**src/rtl/caixa_pagamento.sv**
```systemverilog
// rtl/caixa_pagamento.sv - coffee vending payment controller
// Credits coins, judges selections, drives the dispenser and releases change.
module caixa_pagamento #(
  parameter int PRECO_0     = 100,
  parameter int PRECO_1     = 150,
  parameter int PRECO_2     = 200,
  parameter int CREDITO_MAX = 300,
  parameter int TIMEOUT     = 64
) (
  input  logic       Clock,
  input  logic       Reset,
  input  logic [1:0] MOEDA,
  input  logic [1:0] SEL,
  input  logic       SEL_VALID,
  input  logic       CANCEL,
  input  logic       F,
  output logic [1:0] TIPO,
  output logic       INICIA,
  output logic [8:0] CREDITO,
  output logic [8:0] TROCO,
  output logic       TROCO_VALID,
  output logic       MOEDA_REJ,
  output logic       FALTA,
  output logic       OCUPADO,
  output logic       ERRO
);

  localparam logic [8:0] P0   = 9'(PRECO_0);
  localparam logic [8:0] P1   = 9'(PRECO_1);
  localparam logic [8:0] P2   = 9'(PRECO_2);
  localparam logic [9:0] CMAX = 10'(CREDITO_MAX);
  localparam int         CW   = $clog2(TIMEOUT + 1);
  localparam logic [CW-1:0] CNT_FIM = CW'(TIMEOUT - 1);

  typedef enum logic [1:0] {
    OCIOSO   = 2'd0,
    DISPENSA = 2'd1,
    AGUARDA  = 2'd2,
    DEVOLVE  = 2'd3
  } estado_t;

  estado_t       state_q, state_d;
  logic [8:0]    credito_q, credito_d;
  logic [8:0]    preco_q, preco_d;
  logic [1:0]    tipo_q, tipo_d;
  logic [8:0]    troco_q, troco_d;
  logic [CW-1:0] cnt_q, cnt_d;
  logic          erro_q, erro_d;
  logic          inicia_q, inicia_d;
  logic          troco_valid_q, troco_valid_d;
  logic          moeda_rej_q, moeda_rej_d;
  logic          falta_q, falta_d;
  logic          ocupado_q, ocupado_d;

  logic [8:0] valor;
  logic [9:0] soma;
  logic [8:0] preco_sel;

  always_comb begin
    case (MOEDA)
      2'b01:   valor = 9'd25;
      2'b10:   valor = 9'd50;
      2'b11:   valor = 9'd100;
      default: valor = 9'd0;
    endcase
    case (SEL)
      2'd0:    preco_sel = P0;
      2'd1:    preco_sel = P1;
      2'd2:    preco_sel = P2;
      default: preco_sel = 9'd0;
    endcase
    soma = {1'b0, credito_q} + {1'b0, valor};
  end

  always_comb begin
    state_d       = state_q;
    credito_d     = credito_q;
    preco_d       = preco_q;
    tipo_d        = tipo_q;
    troco_d       = troco_q;
    cnt_d         = cnt_q;
    erro_d        = erro_q;
    inicia_d      = 1'b0;
    troco_valid_d = 1'b0;
    moeda_rej_d   = 1'b0;
    falta_d       = 1'b0;

    case (state_q)
      OCIOSO: begin
        if (MOEDA != 2'b00) begin
          if (soma <= CMAX) credito_d = soma[8:0];
          else              moeda_rej_d = 1'b1;
        end
        // Decisions use the pre-coin credit; a same-cycle coin still lands in the refund.
        if (CANCEL && credito_q != 9'd0) begin
          state_d       = DEVOLVE;
          troco_d       = credito_d;
          troco_valid_d = 1'b1;
        end else if (SEL_VALID) begin
          if (SEL != 2'd3 && credito_q >= preco_sel) begin
            state_d  = DISPENSA;
            tipo_d   = SEL;
            preco_d  = preco_sel;
            inicia_d = 1'b1;
          end else begin
            falta_d = 1'b1;
          end
        end
      end
      DISPENSA: begin
        state_d = AGUARDA;
        cnt_d   = '0;
      end
      AGUARDA: begin
        if (F) begin
          state_d       = DEVOLVE;
          troco_d       = credito_q - preco_q;
          troco_valid_d = 1'b1;
        end else if (cnt_q == CNT_FIM) begin
          state_d       = DEVOLVE;
          erro_d        = 1'b1;
          troco_d       = credito_q;
          troco_valid_d = 1'b1;
        end else begin
          cnt_d = cnt_q + 1'b1;
        end
      end
      DEVOLVE: begin
        state_d   = OCIOSO;
        credito_d = 9'd0;
      end
      default: state_d = OCIOSO;
    endcase

    if (state_q != OCIOSO && MOEDA != 2'b00) moeda_rej_d = 1'b1;
    ocupado_d = (state_d != OCIOSO);
  end

  always_ff @(posedge Clock) begin
    if (Reset) begin
      state_q       <= OCIOSO;
      credito_q     <= 9'd0;
      preco_q       <= 9'd0;
      tipo_q        <= 2'd0;
      troco_q       <= 9'd0;
      cnt_q         <= '0;
      erro_q        <= 1'b0;
      inicia_q      <= 1'b0;
      troco_valid_q <= 1'b0;
      moeda_rej_q   <= 1'b0;
      falta_q       <= 1'b0;
      ocupado_q     <= 1'b0;
    end else begin
      state_q       <= state_d;
      credito_q     <= credito_d;
      preco_q       <= preco_d;
      tipo_q        <= tipo_d;
      troco_q       <= troco_d;
      cnt_q         <= cnt_d;
      erro_q        <= erro_d;
      inicia_q      <= inicia_d;
      troco_valid_q <= troco_valid_d;
      moeda_rej_q   <= moeda_rej_d;
      falta_q       <= falta_d;
      ocupado_q     <= ocupado_d;
    end
  end

  assign TIPO        = tipo_q;
  assign INICIA      = inicia_q;
  assign CREDITO     = credito_q;
  assign TROCO       = troco_q;
  assign TROCO_VALID = troco_valid_q;
  assign MOEDA_REJ   = moeda_rej_q;
  assign FALTA       = falta_q;
  assign OCUPADO     = ocupado_q;
  assign ERRO        = erro_q;

endmodule
```
**config.mk**
```make
export PLATFORM = sky130hd
export DESIGN_NAME = caixa_pagamento
export DESIGN_NICKNAME = d
export VERILOG_FILES = /design/src/rtl/caixa_pagamento.sv
export SDC_FILE = /design/constraint.sdc
export NUM_CORES = 1
export LEC_CHECK = 0
export ABC_AREA = 1
export ABC_CLOCK_PERIOD_IN_PS = 3000
export CAP_MARGIN = 20
export CORE_ASPECT_RATIO = 1.5
export CORE_MARGIN = 2
export CORE_UTILIZATION = 46
export DETAILED_ROUTE_END_ITERATION = 16
export HOLD_SLACK_MARGIN = 0.05
export PLACE_DENSITY = 0.71
export REMOVE_ABC_BUFFERS = 1
export SLEW_MARGIN = 0
export SYNTH_ARGS = -nofsm -noshare
export SYNTH_HDL_FRONTEND = slang
export SYNTH_SLANG_ARGS = --single-unit
```
**constraint.sdc**
```tcl
create_clock -name Clock -period 3 [get_ports Clock]
set_input_delay 0.3 -clock Clock [delete_from_list [all_inputs] [get_ports Clock]]
set_output_delay 0.3 -clock Clock [all_outputs]
set_load 0.01 [all_outputs]
```
==> flow_metrics.env <==
export IMPL_clockBufferDepth=2
export IMPL_fmax_mhz=365
export IMPL_chipWidth_microns=71.1
export IMPL_required_ns=3.20
export IMPL_dr_pass1_iters=4
export IMPL_maxCapViolCount=0
export IMPL_final_common_cell="nand2_1"
export IMPL_critical_path_startpoint_type="input pin"
export IMPL_routed_wl_microns=8050
export IMPL_antenna_cells=0
export IMPL_finalCritPeriodShare=0.912
export IMPL_antenna_found_initial=0
export IMPL_ys_seq_area_frac=0.264
export IMPL_numCtsBuffers=5
export IMPL_nFillCells=642
export IMPL_cts_tree="done"
export IMPL_viasPerCell=5.38
export IMPL_die_h_microns=105
export IMPL_cpMostUsedCell="inv_1"
export IMPL_avgSynthCellArea_sq_um=6.94
export IMPL_path_class="in -> reg"
export IMPL_grt_pass1_wl_microns=13000
export IMPL_run_status="completed"
export IMPL_clock_sinks=41
export IMPL_yosysUniqueCellTypes=45
export IMPL_wl_per_cell_microns=14.2
export IMPL_portBuffers=34
export IMPL_regArea_sq_um=821
export IMPL_ir_drop_v=0.000334
export IMPL_period_needed_ns=2.74
export IMPL_post_cts_setup_buffers=0
export IMPL_setup_viol=0
export IMPL_yosys_warnings=0
export IMPL_insertion_delay_ns=0.31
export IMPL_tns_ns=0
export IMPL_drtIter0Drc=128
export IMPL_grt_max_degree=22
export IMPL_yosys_area_top_type="dfxtp_1"
export IMPL_cts_htree_levels=2
export IMPL_cp_data_arrival_time_ns=2.94
export IMPL_final_cell_mix="nand2_1, inv_1, dfxtp_1"
export IMPL_clk_pin_slew_worst_paths_ns=0.09
export IMPL_place_hpwl_microns=6270
export IMPL_slowest_delay_ns=0.52
export IMPL_grt_pass1_vias=2890
export IMPL_start_util=0.475
export IMPL_rsz0062_at_grt="no"
export IMPL_relSlewSlack=0.586
export IMPL_die_area_sq_um=7440
export IMPL_num_rows=36
export IMPL_cp_end_kind="flip-flop"
export IMPL_drc=0
export IMPL_core_area_sq_um=6530
export IMPL_gp_congestion=0.894
export IMPL_worst_clock_skew_ns=0.0106
export IMPL_worst_path_max_delay_cell="clkdlybuf4s50_1"
export IMPL_syn_area_sq_um=3100
export IMPL_synth_top_cell_area_share=0.264
export IMPL_antenna_left=0
export IMPL_vias=3052
export IMPL_synth_area_leaders="dfxtp_1, ha_1, nand2_1"
export IMPL_syn_inst=447
export IMPL_final_nets=536
export IMPL_cellLeakagePower_nw=1.77
export IMPL_powerDensity_nw_per_um2=923
export IMPL_multi_input_area_sq_um=1940
export IMPL_final_util=0.567
export IMPL_worstMarginPinSlew_ns=0.620
export IMPL_areaGrowthSynthToFinish_pct=19.4
export IMPL_final_hold_viol_count=0
export IMPL_drive_above_1_share=0.104
export IMPL_track_usage=0.220
export IMPL_hold_path_class="reg -> reg"
export IMPL_root_buffer="clkbuf_8"
export IMPL_grt_ovfl_total=0
export IMPL_crit_path_max_fanout=13
export IMPL_ios=35
export IMPL_drv_slew=0
export IMPL_path_cells="clkdlybuf4s50_1 > inv_1 > ha_1 > ha_1 > inv_1 > o21bai_1 > inv_1 > nor2_1 > nor2_1 > nand2_1 > nand2_1 > nand2_2 > nand3_2 > nand2_4 > nand3_4 > inv_1 > nand3_1 > nand3_1 > a21oi_1"
export IMPL_ys_ff_latch=41
stage by stage:
step           instances  instance area (sq um)  hold slack, ns  setup slack [ns]  total power [mW]
6_report             567                   3710           0.451             0.263              3.42
5_1_grt              567                   3710           0.491            0.0145              3.69
4_1_cts              567                   3700           0.450             0.270              3.42
3_5_place_dp         559                   3580           0.438           -0.0603              2.94
3_3_place_gp         559                   3580           0.431           0.00552              2.90
2_1_floorplan        436                   3040           0.362             0.707              2.21
layout make-up:
type,count,area share
Clock buffer,6,0.0223
Sequential cell,41,0.221
Inverter,75,0.0760
Tap cell,76,0.0257
Multi-Input combinational cell,320,0.522
Clock inverter,2,0.0101
Timing Repair Buffer,47,0.122
cells in the mapped netlist, drive strengths merged:
master	n
a221oi	1
xor2	5
nand4	8
nand3	37
a21oi	43
o21ai	20
o21a	1
o21bai	2
a21o	1
nand3b	1
fa	2
nor2	33
o311ai	2
nor4	2
mux2i	1
nor3b	1
ha	35
nor3	2
o221ai	1
buf	5
nand2	105
o22ai	3
dfxtp	41
clkinv	1
o32ai	1
and2	2
o41ai	1
a211oi	3
o211ai	7
inv	74
clkbuf	6
report_power, final:
group / total (mW) / internal, mW / switching (mW) / leakage (nW)
clock: 0.474 / 0.271 / 0.204 / 0.0574
combinational: 2.09 / 0.854 / 1.24 / 1.38
sequential: 0.852 / 0.689 / 0.163 / 0.335
total: 3.42 / 1.81 / 1.61 / 1.77
final timing paths:
check | slack, ns | cells past startpoint | to | startpoint
hold / removal | 0.45 | 2 | cnt_q[6]$_SDFFE_PP0P_ | cnt_q[6]$_SDFFE_PP0P_
hold reg to reg | 0.45 | 2 | cnt_q[6]$_SDFFE_PP0P_ | cnt_q[6]$_SDFFE_PP0P_
setup reg to reg | 0.37 | 16 | CREDITO[5]$_SDFFE_PP0P_ | CREDITO[1]$_SDFFE_PP0P_
setup / recovery | 0.26 | 19 | CREDITO[5]$_SDFFE_PP0P_ | MOEDA[1]
timing repair:
| item | CTS | global route |
|---|---|---|
| hold buffers | 0 | 0 |
| gates resized for setup | 0 | 1 |
| setup endpoints to repair | 0 | 4 |
state kept, by name (all words and copies together) (netlist names):
signal       count
CREDITO          9
ERRO             1
FALTA            1
INICIA           1
MOEDA_REJ        1
OCUPADO          1
TIPO             2
TROCO            9
TROCO_VALID      1
cnt_q            7
preco_q          6
state_q          2
metal layers:
metal | vias to the layer above | GRT usage | share of wire | wire length [microns]
li1 | 1549 | - | - | -
met1 | 1382 | 0.256 | 0.40 | 3240
met2 | 97 | 0.378 | 0.52 | 4180
met3 | 24 | 0.0347 | 0.041 | 330
met4 | 0 | 0.123 | 0.037 | 301
met5 | - | 0 | 0 | 0
cells by family (layout without fill, tap and decap cells):
kind of cell / count (synthesis) / after routing / synth area share
mux: 1 / 1 / 0.00322
xor+xnor: 5 / 5 / 0.0141
flops: 41 / 41 / 0.264
compound gates: 86 / 86 / 0.166
fa+ha+maj: 37 / 37 / 0.154
buf+inv: 86 / 130 / 0.112
simple gates: 191 / 191 / 0.286
worst max-delay path: cells and delay by family:
kind / cells / cell delay (ns)
AO/OA/AOI/OAI: 2 / 0.20
adder cells (fa/ha/maj): 2 / 0.61
buffers and inverters: 5 / 0.93
AND/OR/NAND/NOR: 10 / 0.91
(Power assumes the default switching activity.)
